### src/rtl/ula_pkg.sv
// Shared definitions for the sequential ALU/multiplier: op codes, FSM encoding, default width.
package ula_pkg;

    localparam int unsigned W_DEFAULT = 4;

    typedef enum logic [1:0] {
        OP_ADD   = 2'b00,
        OP_SUB   = 2'b01,
        OP_MUL   = 2'b10,
        OP_PASSA = 2'b11
    } op_e;

    typedef enum logic [1:0] {
        S_IDLE = 2'b00,
        S_EXEC = 2'b01,
        S_DONE = 2'b10
    } state_e;

endpackage

### src/rtl/ula_mult_seq_if.sv
// Request/response bundle of ula_mult_seq; master issues operations, slave executes them.
interface ula_mult_seq_if
    import ula_pkg::*;
#(
    parameter int unsigned W = W_DEFAULT
);
    logic             start;
    logic [1:0]       op;
    logic [W-1:0]     a;
    logic [W-1:0]     b;
    logic             busy;
    logic             done;
    logic [2*W-1:0]   result;
    logic             cflag;
    logic             zflag;

    modport master (
        output start, op, a, b,
        input  busy, done, result, cflag, zflag
    );

    modport slave (
        input  start, op, a, b,
        output busy, done, result, cflag, zflag
    );
endinterface

### src/rtl/ula_add4.sv
// W-bit ripple adder with carry-in/out; the single arithmetic resource of the datapath.
module ula_add4
    import ula_pkg::*;
#(
    parameter int unsigned W = W_DEFAULT
) (
    input  logic [W-1:0] a,
    input  logic [W-1:0] b,
    input  logic         cin,
    output logic [W-1:0] sum,
    output logic         cout
);
    localparam int unsigned SW = W + 1;

    assign {cout, sum} = SW'(a) + SW'(b) + SW'(cin);
endmodule

### src/rtl/ula_mult_seq.sv
// Sequential ALU: single-cycle ADD/SUB/PASSA and W-cycle shift-and-add MUL over one shared adder.
module ula_mult_seq
    import ula_pkg::*;
#(
    parameter int unsigned W = W_DEFAULT
) (
    input  logic           clk,
    input  logic           rst,
    ula_mult_seq_if.slave  bus
);
    localparam int unsigned CW = $clog2(W + 1);
    localparam int unsigned RW = 2 * W;

    state_e          state_q, state_d;
    op_e             op_q, op_d;
    logic [W-1:0]    a_q, a_d, b_q, b_d;
    logic [W-1:0]    hi_q, hi_d, lo_q, lo_d;
    logic [CW-1:0]   cnt_q, cnt_d;
    logic [RW-1:0]   result_q, result_d;
    logic            busy_q, busy_d;
    logic            done_q, done_d;
    logic            cflag_q, cflag_d;
    logic            zflag_q, zflag_d;

    logic [W-1:0]    add_a, add_b, add_sum;
    logic            add_cin, add_cout;
    logic [W-1:0]    step_s;
    logic            step_c;
    logic [RW-1:0]   res_c;
    logic            res_cf_c;

    ula_add4 #(.W(W)) u_add (
        .a    (add_a),
        .b    (add_b),
        .cin  (add_cin),
        .sum  (add_sum),
        .cout (add_cout)
    );

    // Adder operand steering; MUL accumulates a into the high half
    always_comb begin
        add_a   = a_q;
        add_b   = b_q;
        add_cin = 1'b0;
        case (op_q)
            OP_SUB: begin
                add_b   = ~b_q;
                add_cin = 1'b1;
            end
            OP_MUL: begin
                add_a = hi_q;
                add_b = a_q;
            end
            default: ;
        endcase
    end

    always_comb begin
        state_d  = state_q;
        op_d     = op_q;
        a_d      = a_q;
        b_d      = b_q;
        hi_d     = hi_q;
        lo_d     = lo_q;
        cnt_d    = cnt_q;
        result_d = result_q;
        cflag_d  = cflag_q;
        zflag_d  = zflag_q;
        step_s   = hi_q;
        step_c   = 1'b0;
        res_c    = '0;
        res_cf_c = 1'b0;

        case (state_q)
            S_IDLE, S_DONE: begin
                if (bus.start) begin
                    state_d = S_EXEC;
                    op_d    = op_e'(bus.op);
                    a_d     = bus.a;
                    b_d     = bus.b;
                    hi_d    = '0;
                    lo_d    = bus.b;
                    cnt_d   = '0;
                end else begin
                    state_d = S_IDLE;
                end
            end
            S_EXEC: begin
                case (op_q)
                    OP_ADD: begin
                        res_c    = RW'({add_cout, add_sum});
                        res_cf_c = add_cout;
                        state_d  = S_DONE;
                    end
                    OP_SUB: begin
                        res_c    = RW'(add_sum);
                        res_cf_c = ~add_cout;
                        state_d  = S_DONE;
                    end
                    OP_PASSA: begin
                        res_c   = RW'(a_q);
                        state_d = S_DONE;
                    end
                    default: begin
                        // Conditional add, then shift {carry, hi, lo} right by one
                        if (lo_q[0]) begin
                            step_s = add_sum;
                            step_c = add_cout;
                        end
                        hi_d  = {step_c, step_s[W-1:1]};
                        lo_d  = {step_s[0], lo_q[W-1:1]};
                        res_c = {hi_d, lo_d};
                        if (cnt_q == CW'(W - 1)) begin
                            state_d = S_DONE;
                        end else begin
                            cnt_d = cnt_q + CW'(1);
                        end
                    end
                endcase
                if (state_d == S_DONE) begin
                    result_d = res_c;
                    cflag_d  = res_cf_c;
                    zflag_d  = (res_c == '0);
                end
            end
            default: state_d = S_IDLE;
        endcase

        busy_d = (state_d == S_EXEC);
        done_d = (state_d == S_DONE);
    end

    always_ff @(posedge clk or posedge rst) begin
        if (rst) begin
            state_q  <= S_IDLE;
            op_q     <= OP_ADD;
            a_q      <= '0;
            b_q      <= '0;
            hi_q     <= '0;
            lo_q     <= '0;
            cnt_q    <= '0;
            result_q <= '0;
            busy_q   <= 1'b0;
            done_q   <= 1'b0;
            cflag_q  <= 1'b0;
            zflag_q  <= 1'b0;
        end else begin
            state_q  <= state_d;
            op_q     <= op_d;
            a_q      <= a_d;
            b_q      <= b_d;
            hi_q     <= hi_d;
            lo_q     <= lo_d;
            cnt_q    <= cnt_d;
            result_q <= result_d;
            busy_q   <= busy_d;
            done_q   <= done_d;
            cflag_q  <= cflag_d;
            zflag_q  <= zflag_d;
        end
    end

    assign bus.busy   = busy_q;
    assign bus.done   = done_q;
    assign bus.result = result_q;
    assign bus.cflag  = cflag_q;
    assign bus.zflag  = zflag_q;
endmodule

### src/flat_wrapper.sv
// flat-port wrapper written by rule: the top's interface ports become plain ports
module ula_mult_seq_flat import ula_pkg::*;
#(
    parameter int unsigned W = W_DEFAULT
)
  (clk, rst, bus_start, bus_op, bus_a, bus_b, bus_busy, bus_done, bus_result, bus_cflag, bus_zflag);
  ula_mult_seq_if #(.W(W)) bus_i ();
  input  logic clk;
  input  logic rst;
  input wire logic [$bits(bus_i.start)-1:0] bus_start;
  input wire logic [$bits(bus_i.op)-1:0] bus_op;
  input wire logic [$bits(bus_i.a)-1:0] bus_a;
  input wire logic [$bits(bus_i.b)-1:0] bus_b;
  output wire logic [$bits(bus_i.busy)-1:0] bus_busy;
  output wire logic [$bits(bus_i.done)-1:0] bus_done;
  output wire logic [$bits(bus_i.result)-1:0] bus_result;
  output wire logic [$bits(bus_i.cflag)-1:0] bus_cflag;
  output wire logic [$bits(bus_i.zflag)-1:0] bus_zflag;
  assign bus_i.start = bus_start;
  assign bus_i.op = bus_op;
  assign bus_i.a = bus_a;
  assign bus_i.b = bus_b;
  assign bus_busy = bus_i.busy;
  assign bus_done = bus_i.done;
  assign bus_result = bus_i.result;
  assign bus_cflag = bus_i.cflag;
  assign bus_zflag = bus_i.zflag;
  ula_mult_seq #(.W(W)) u_core (.clk(clk), .rst(rst), .bus(bus_i));
endmodule
### config.mk
export PLATFORM = sky130hd
export DESIGN_NAME = ula_mult_seq_flat
export DESIGN_NICKNAME = d
export VERILOG_FILES = /design/src/rtl/ula_pkg.sv /design/src/rtl/ula_mult_seq_if.sv /design/src/rtl/ula_add4.sv /design/src/rtl/ula_mult_seq.sv /design/src/flat_wrapper.sv
export SDC_FILE = /design/constraint.sdc
export NUM_CORES = 1
export LEC_CHECK = 0
export ABC_CLOCK_PERIOD_IN_PS = 7200
export CAP_MARGIN = 20
export CORE_MARGIN = 5
export CORE_UTILIZATION = 35
export CTS_CLUSTER_DIAMETER = 150
export CTS_CLUSTER_SIZE = 40
export DETAILED_ROUTE_END_ITERATION = 8
export PLACE_DENSITY = 0.58
export SETUP_SLACK_MARGIN = 0.15
export SYNTH_ARGS = -nofsm -noshare
export SYNTH_HDL_FRONTEND = slang
export SYNTH_SLANG_ARGS = --single-unit
### constraint.sdc
create_clock -name clk -period 7.2 [get_ports clk]
set_input_delay 1.44 -clock clk [delete_from_list [all_inputs] [get_ports clk]]
set_output_delay 1.44 -clock clk [all_outputs]
set_load 0.005 [all_outputs]
==> results.tsv <==
stage	metric	value	unit
outcome	status	finished clean	
yosys	EDFF count, synth	0	
global_routing	vias in the first global route	1439	
pwr	Pwr Density	392	nW/um2
yosys	synth cell count leaders	54 x nand2_1, 35 x dfrtp_1, 15 x inv_1	
global_routing	initial antenna violation count	0	
clocking	clk root buf	clkbuf_8	
yosys	Seq cells post-synth	35	
hold_path	Worst Hold Depth	2	
setup_path	reg2reg setup slack	3.96	ns
pwr	leakage power	1.14	nW
clocking	post-CTS sizing	0	
clocking	post-CTS setup buffers	0	
route	Remaining DRCs	0	
layout	area growth from synthesis to layout	19.6	%
setup_path	Worst Setup Start Kind	flop	
placement	placed wire-length estimate	3360	um
placement	GPL Wtd Cong	0.843	
hold_path	worst hold start	u_core.bus.result[7]	
die	I/O pin cnt	25	
hold_path	WHS Endpoint	u_core.bus.result[7]	
sta	Worst-Margin Slew	0.730	ns
yosys	Mapped Area	2010	um2
setup_path	FF-to-FF path depth	10	
yosys	post-synth top area cell	dfrtp_1	
sta	Slew headroom	0.512	
setup_path	R2R Path End	u_core.bus.zflag	
setup_path	Max FO, Critical Path	8	
clocking	TritonCTS buffer count	5	
die	chip width	85.8	um
die	starting density of the core	0.363	
setup_path	CP required	7.39	ns
clocking	H-tree levels	2	
global_routing	first-pass GRT wire length	7430	um
global_routing	global route hottest layer	met2	
yosys	total of warnings raised by yosys	0	
yosys	Syn Nets	249	
yosys	sequential cell area fraction in the yosys report	0.435	
setup_path	Critical R2R Launch	u_core.op_q[0]	
pwr	Worst VDD drop	0.0000933	V
clocking	Post-CTS Hold Fix Bufs	0	
sta	fin. max-slew vios	0	
global_routing	met2 Track Usage GR	0.199	
clocking	Clock Path Buffers	2	
placement	Port Buffers	24	
route	1st-pass router iterations	4	
sta	clock skew	0.00475	ns
yosys	Syn Inst Count	222	
global_routing	grt ovf	0	
route	vias post-DR	1552	
placement	placed instance area	2280	um2
clocking	TritonCTS clock tree	yes	
global_routing	All-Layer GR Usage	0.129	
setup_path	crit path kind	flop to flop	
layout	Antenna Cells	0	
route	via/cell ratio	4.88	
yosys	Synth area leaders	dfrtp_1 44%, nand2_1 10%, ha_1 7.5%	
layout	final net count	272	
sta	Setup-failing EPs final	0	
placement	Inst Count DP	309	
yosys	cell with the most instances after synthesis	nand2_1	
setup_path	Arr. time, crit path	3.44	ns
route	WL/cell	13.9	um
setup_path	CP Capture Type	flop	
global_routing	largest net degree at the start of global routing	36	
layout	Finished Cell Area	2410	um2
layout	post-layout util	0.435	
hold_path	worst min-delay path category	flop to flop	
route	starting DRC count in detailed routing	72	
die	die area	7370	um2
route	Antenna Nets Post-Route	0	
flow_run	max_cap viols	0	
sta	Final Cycle Share	0.451	
clocking	Clock Pin Slew Worst Setup and Hold Paths	0.08	ns
yosys	Synth Area per Inst	9.07	um2
die	floorplan row count	27	
sta	total negative setup slack	0	ns
clocking	Clk Latency, worst-skew pair	0.29	ns
global_routing	routing usage on met3	0.0355	
clocking	Sink Count	35	
layout	Filler Cell Count	575	
sta	Hold Fails Final Rpt	0	
die	core area	5540	um2
route	WL final	4430	um
sta	Hold WS	0.479	ns
yosys	Yosys cell types	41	
die	Die H	85.8	um
yosys	Primary FF master, synth	dfrtp_1	
layout	non-filler cells in the finished layout	318	
yosys	asr flop ratio synth	1.00	
global_routing	met1 Usage GRT	0.177	
sta	unrepaired setup endpoints after global routing	false	
sta	min Tclk post-route	3.24	ns
sta	fmax	0.308	GHz
yosys	top-area cell type share of the netlist area	0.435	
layout	layout cells sized above 1	0.0732	
[per-stage QoR]
stage | power, mW | worst slack [ns]
after floorplan | 0.629 | 4.23
after global placement | 0.752 | 3.65
after detailed placement | 0.760 | 3.55
after CTS | 0.954 | 3.85
after global routing | 1.02 | 3.78
final | 0.945 | 3.96
[worst max-delay path: stages (launching register included)]
cell       delay (ns)
dfrtp_1          0.42
inv_1            0.14
ha_1             0.39
a2bb2oi_1        0.11
a21o_1           0.22
fa_1             0.43
fa_1             0.42
xor2_1           0.22
o311ai_1         0.17
a211o_1          0.32
o41ai_2          0.30
[where the power goes]
part           total [mW]  leakage [nW]  internal, mW  switching (mW)
registers           0.311         0.451         0.258          0.0529
clock network       0.191        0.0618         0.114          0.0774
logic               0.442         0.627         0.200           0.242
[cell usage in the layout (no fill, tap or decap), types with 5 or more instances in the layout]
cell type        netlist  routed
mux2i_1                5       5
ha_1                  12      12
inv_1                 15      15
o21ai_1               14      14
nand2b_1               5       5
nor2_1                11      11
clkdlybuf4s50_1        0      24
a21oi_1               11      11
dfrtp_1               35      35
nand2_1               54      54
clkbuf_8               0       6
[cells by family after synthesis]
logic type / after synthesis / synth area share
adders and majority gates: 14 / 0.0945
DFF: 35 / 0.435
xor gates and xnor gates: 1 / 0.00435
AOI/OAI and AO/OA: 47 / 0.150
muxes: 10 / 0.0528
buffers and inverters: 29 / 0.0715
and+or+nand+nor: 86 / 0.191
[metal layers]
metal	part of all wire	routed length, um
met4	0.014	63
met1	0.48	2130
met2	0.47	2070
met5	0	0
met3	0.036	158
[registers in the layout (all words and copies together) (netlist names)]
| register | cells |
|---|---|
| u_core.bus.cflag | 1 |
| u_core.op_q | 2 |
| u_core.b_q | 4 |
| u_core.bus.result | 8 |
| u_core.state_q | 2 |
| u_core.hi_q | 4 |
| u_core.cnt_q | 3 |
| u_core.bus.done | 1 |
| u_core.bus.zflag | 1 |
| u_core.lo_q | 4 |
| u_core.bus.busy | 1 |
| u_core.a_q | 4 |
[worst max path at each step]
stage / from / end / depth (start not counted)
after CTS: bus_start / u_core.hi_q[1] / 4
after global routing: u_core.op_q[0] / u_core.bus.zflag / 10
final: u_core.op_q[0] / u_core.bus.zflag / 10
after global placement: bus_start / u_core.hi_q[0] / 4
after floorplan: u_core.op_q[0] / u_core.bus.zflag / 11
after detailed placement: bus_start / u_core.hi_q[1] / 4
[layout make-up]
type,count,area (um2),area share
Multi-Input combinational cell,158,993,0.413
Clock inverter,2,38.8,0.0161
Inverter,19,71.3,0.0296
Sequential cell,35,876,0.364
Clock buffer,6,82.6,0.0343
Tap cell,72,90.1,0.0374
Timing Repair Buffer,26,255,0.106
(Power assumes the default switching activity.)
